File: src/rtl/fifo_wr_arb.sv
`default_nettype none
// ============================================================================
//  Module      : fifo_wr_arb
//  Description : Round-robin write-port arbiter in front of fifo_asyn. It shares
//                one FIFO write port among N_REQ requesters, granting whole
//                bursts of BURST_LEN beats and stalling while the FIFO is full.
//  Revision    : 1.0  initial release
// ============================================================================
module fifo_wr_arb #(
    parameter int FIFO_DWTH = 4,
    parameter int N_REQ     = 4,
    parameter int BURST_LEN = 8
) (
    input  logic                         clk,
    input  logic                         rst,
    input  logic [N_REQ-1:0]             req,
    input  logic [N_REQ*FIFO_DWTH-1:0]   req_din,
    input  logic                         full,
    output logic [N_REQ-1:0]             gnt,
    output logic [N_REQ-1:0]             req_ack,
    output logic                         wren,
    output logic [FIFO_DWTH-1:0]         din,
    output logic                         busy,
    output logic                         burst_done
);

    localparam int c_CNT_W = (BURST_LEN > 1) ? $clog2(BURST_LEN) : 1;
    localparam int c_IDX_W = (N_REQ > 1) ? $clog2(N_REQ) : 1;
    localparam logic [c_CNT_W-1:0] c_CNT_LAST = c_CNT_W'(BURST_LEN - 1);
    // Reset value of the last pointer: makes requester 0 the first candidate.
    localparam logic [c_IDX_W-1:0] c_LAST_TOP = c_IDX_W'(N_REQ - 1);

    typedef enum logic [0:0] {
        ST_IDLE  = 1'b0,
        ST_BURST = 1'b1
    } state_t;

    state_t                r_state;
    state_t                w_state_nxt;
    logic [N_REQ-1:0]      r_gnt;
    logic [N_REQ-1:0]      w_gnt_nxt;
    logic [c_CNT_W-1:0]    r_cnt;
    logic [c_CNT_W-1:0]    w_cnt_nxt;
    logic [c_IDX_W-1:0]    r_last;
    logic [c_IDX_W-1:0]    w_last_nxt;

    logic                  w_found;
    logic [c_IDX_W-1:0]    w_idx;
    logic [c_IDX_W-1:0]    w_sel;
    logic [N_REQ-1:0]      w_sel_oh;
    logic                  w_in_burst;
    logic                  w_gnt_req;
    logic                  w_beat;
    logic                  w_done;
    logic                  w_abort;
    logic [FIFO_DWTH-1:0]  w_din;

    // Round-robin pick: walk last+1, last+2, ... (wrapping) and take the first requester seen
    always_comb begin
        w_found = 1'b0;
        w_sel   = r_last;
        w_idx   = r_last;
        for (int k = 0; k < N_REQ; k++) begin
            w_idx = (w_idx == c_LAST_TOP) ? '0 : (w_idx + c_IDX_W'(1));
            if (!w_found && req[w_idx]) begin
                w_found = 1'b1;
                w_sel   = w_idx;
            end
        end
    end

    // One-hot form of the selected requester, loaded into the grant register
    always_comb begin
        w_sel_oh        = '0;
        w_sel_oh[w_sel] = 1'b1;
    end

    // Beat qualification: the granted requester still asks and the FIFO has room.
    // The grant register is zero outside a burst, so these all collapse to 0 in IDLE.
    assign w_in_burst = (r_state == ST_BURST);
    assign w_gnt_req  = |(r_gnt & req);
    assign w_beat     = w_in_burst & w_gnt_req & ~full;
    assign w_done     = w_beat & (r_cnt == c_CNT_LAST);
    assign w_abort    = w_in_burst & ~w_gnt_req;

    // Write-data mux driven straight from the one-hot grant; yields 0 when nothing is granted
    always_comb begin
        w_din = '0;
        for (int i = 0; i < N_REQ; i++) begin
            if (r_gnt[i]) begin
                w_din = w_din | req_din[i*FIFO_DWTH +: FIFO_DWTH];
            end
        end
    end

    // FSM state and burst bookkeeping registers
    always_ff @(posedge clk or posedge rst) begin
        if (rst) begin
            r_state <= ST_IDLE;
            r_gnt   <= '0;
            r_cnt   <= '0;
            r_last  <= c_LAST_TOP;
        end else begin
            r_state <= w_state_nxt;
            r_gnt   <= w_gnt_nxt;
            r_cnt   <= w_cnt_nxt;
            r_last  <= w_last_nxt;
        end
    end

    // Next-state logic: grant in IDLE, count beats in BURST, leave on completion or abort
    always_comb begin
        w_state_nxt = r_state;
        w_gnt_nxt   = r_gnt;
        w_cnt_nxt   = r_cnt;
        w_last_nxt  = r_last;
        case (r_state)
            ST_IDLE: begin
                if (w_found) begin
                    w_state_nxt = ST_BURST;
                    w_gnt_nxt   = w_sel_oh;
                    w_last_nxt  = w_sel;
                    w_cnt_nxt   = '0;
                end
            end
            ST_BURST: begin
                // An aborted burst keeps last on the aborting requester so it
                // drops to the back of the rotation like a completed one.
                if (w_done || w_abort) begin
                    w_state_nxt = ST_IDLE;
                    w_gnt_nxt   = '0;
                    w_cnt_nxt   = '0;
                end else if (w_beat) begin
                    w_cnt_nxt = r_cnt + c_CNT_W'(1);
                end
            end
            default: begin
                w_state_nxt = ST_IDLE;
                w_gnt_nxt   = '0;
                w_cnt_nxt   = '0;
            end
        endcase
    end

    assign gnt        = r_gnt;
    assign req_ack    = r_gnt & {N_REQ{w_beat}};
    assign wren       = w_beat;
    assign din        = w_din;
    assign busy       = w_in_burst;
    assign burst_done = w_done;

endmodule
`default_nettype wire

File: config.mk
export PLATFORM = sky130hd
export DESIGN_NAME = fifo_wr_arb
export DESIGN_NICKNAME = d
export VERILOG_FILES = /design/src/rtl/fifo_wr_arb.sv
export SDC_FILE = /design/constraint.sdc
export NUM_CORES = 1
export LEC_CHECK = 0
export ABC_CLOCK_PERIOD_IN_PS = 3700
export CORE_MARGIN = 1
export CORE_UTILIZATION = 43
export CTS_CLUSTER_SIZE = 24
export DETAILED_ROUTE_END_ITERATION = 8
export PLACE_DENSITY = 0.86
export SYNTH_ARGS = -nofsm -noshare
export SYNTH_HDL_FRONTEND = slang
export SYNTH_SLANG_ARGS = --single-unit
File: constraint.sdc
create_clock -name clk -period 3.7 [get_ports clk]
set_clock_uncertainty 0.05 [all_clocks]
set_input_delay 1.11 -clock clk [delete_from_list [all_inputs] [get_ports clk]]
set_output_delay 1.11 -clock clk [all_outputs]
set_load 0.05 [all_outputs]
==> results.yml <==
timing:
  timing.hold.ws_ns: 0.4727
  finalHoldViolations: 0
  finalCriticalPeriod_ns: 3.628
  fin_crit_sh_pct: 98.04
  rsz0062_at_grt: "no"
  timing.fmax_mhz: 275.7
  setup_ws_ns: 0.07244
  slew_headroom_pct: 66.01
  slew_viol_final: 0
  fin_setup_tns_ns: 0
  worst_pin_slew_ns: 0.5082
  setup_viol: 0
setup_path:
  path_cells: "clkdlybuf4s50_1 -> a22o_1 -> o21ai_1 -> nor2_4 -> and2_1 -> buf_4"
  critPathRequiredTime_ns: 2.54
  end_kind: "primary output"
  start_kind: "primary input"
  arrival_ns: 2.47
  critPathKind: "primary input to primary output"
  r2r_end: "gnt[0]"
  rrSetupSlack_ns: 0.80
  r2r-start: "r_last[0]"
  worstPathMaxFanout: 6
  rr_worst_depth: 7
  path_delay_family: "buffers and inverters"
  critPathBufInv: 2
  cp_slowest_cell: "clkdlybuf4s50_1"
  critPathMaxStageDelay_ns: 0.42
detailed_routing:
  via_per_inst: 5.781
  drt_drc_violations_left: 0
  vias: 1058
  firstDrtPassIters: 4
  totalWireLength_um: 2624
  drt_iter0_drc: 25
  final_antenna_net_count: 0
  wire_per_inst_um: 14.34
placed_design:
  post-place-ws_ns: 0.06163
  dp.cells: 179
  dp_hpwl_um: 2092
  postPlaceCellArea_sq_mm: 0.001394
  portBuffers: 37
  gp_congestion: 0.8960
cells_and_area:
  seq_area_sq_um: 252.7
  layout-drive-gt1-share_pct: 19.87
  area_delta_synth_final_pct: 49.54
  final_cells: 183
  fin_nets: 183
  fillers: 163
  fin_area_sq_mm: 0.001420
  postLayoutCoreUtil_pct: 70.24
  multiInputGateArea_sq_um: 648.1
  num_antenna_cells: 0
worst_hold_path:
  worstHoldEndpoint: "r_cnt[2]"
  min_path_type: "flop to flop"
  hold_depth: 1
  worstHoldStart: "r_cnt[2]"
synthesis:
  yosysTopAreaCell: "dfrtp_1"
  netlist_area_sq_um: 949.7
  synth_cell_types: 46
  synth_seq_cells: 10
  synth_top_area_share_pct: 21.08
  synth_nets: 141
  async_flop_share_pct: 100.0
  synth_common_cells: "nand2_1 (13), nor2_1 (11), a22o_1 (8), a22oi_1 (8), dfrtp_1 (8)"
  syn_inst: 115
  ys.flop_type: "dfrtp_1"
  yosysMostFrequentCell: "nand2_1"
  yosysSeqAreaShare_pct: 26.61
  yosys-top-cells-area: "dfrtp_1 (21%), a22o_1 (7.4%), a22oi_1 (6.3%), dfstp_2 (5.5%), nand2_1 (5.1%)"
  synth_edf_count: 0
  avgSynthCellArea_sq_um: 8.258
  yosysWarningCount: 0
grt:
  grt_pass1_vias: 1034
  grt_max_degree: 21
  grt_busiest_layer: "met2"
  grt.met3_usage_pct: 3.115
  antenna_found_initial: 0
  grt.total_usage_pct: 23.53
  grtUsageMet1_pct: 27.43
  grt_pass1_wl_um: 4471
  use_met2_pct: 44.68
  grt-ovfl-total: 0
clock_tree:
  cts_buffers: 3
  htreeDepth: 1
  ctsResizeCount: 0
  cts_tree: "done"
  root_buffer: "clkbuf_4"
  clkTransAtPathRegs_ns: 0.07
  post-cts-setup-buffer-count: 0
  cts_hold_buf: 0
  cts.sinks: 10
  cts_buffer_depth: 2
  clkLatencyLatePin_ns: 0.26
floorplan:
  ioPinCount: 38
  dieHeight_um: 49.00
  dieArea_sq_mm: 0.002401
  core_sq_mm: 0.002022
  rows: 16
  die_x_um: 49.00
  initial_core_util_pct: 46.97
status:
  status: "completed"
power_and_ir_drop:
  ir_drop_mv: 0.6408
  fin_total_pwr_mw: 1.211
  p_per_area_mw_per_mm2: 852.9
  leakage_nw: 0.6365
job:
  cap_violations: 0
-- layout make-up --
cell class                 count  area share [%]
timing repair buffer          43           31.01
sequential                    10           17.80
inverter                       5           1.322
clock buffer                   4           1.850
tap                           27           2.379
multi-input combinational     94           45.64
-- worst max-delay path by stage --
stage          startpoint         end  cells past startpoint
2_1_floorplan      req[3]  burst_done                      5
3_3_place_gp       req[2]  burst_done                      6
3_5_place_dp       req[2]  req_ack[2]                      6
4_1_cts            req[2]  req_ack[2]                      6
5_1_grt            req[2]  burst_done                      6
6_report           req[2]  req_ack[2]                      6
-- layer usage --
metal  vias up  wire length [um]
li1        510                 -
met1       493              1145
met2        50              1299
met3         5               154
met4         0                25
met5         -                 0
-- cell families after synthesis --
logic type / share of synthesized area [%]
simple gates: 23.32
compound gates: 32.41
buf+inv: 5.928
flops: 26.61
mux: 6.851
fa+ha+maj: 3.953
xor+xnor: 0.9224
-- worst register-to-register path: stages, from the launching register on --
cell     delay [ns]
dfstp_2        0.76
ha_1           0.45
xnor2_1        0.49
o32ai_2        0.19
nor3_2         0.35
nand2_1        0.09
a21oi_1        0.28
a22o_1         0.18
-- where the power goes --
part / internal, mW / leakage, nW / switching [mW] / total, mW
clock: 0.0416 / 0.0150 / 0.0369 / 0.0785
combinational: 0.392 / 0.493 / 0.516 / 0.908
sequential: 0.152 / 0.128 / 0.0727 / 0.225
total: 0.586 / 0.636 / 0.625 / 1.21
-- registers in the layout (all words and copies together), names as in the netlist --
register	cells
gnt	4
r_cnt	3
r_last	2
busy	1
-- layout by cell type, fill, tap and decap left out, types with 2 or more instances in the layout --
master / Yosys / routed
clkdlybuf4s50_1: 0 / 27
nand2_1: 13 / 13
buf_4: 1 / 12
nor2_1: 11 / 10
a22o_1: 8 / 8
a22oi_1: 8 / 8
dfrtp_1: 8 / 8
a21oi_1: 6 / 6
inv_1: 5 / 5
and2_1: 5 / 5
nand3_1: 4 / 4
buf_12: 0 / 4
ha_1: 3 / 3
clkbuf_4: 0 / 3
o21ai_1: 1 / 2
nor3_1: 2 / 2
mux2i_1: 2 / 2
o2bb2ai_1: 2 / 2
a31oi_1: 2 / 2
mux2_2: 2 / 2
dfstp_2: 2 / 2
No activity file was read; power rests on OpenSTA's default activity.
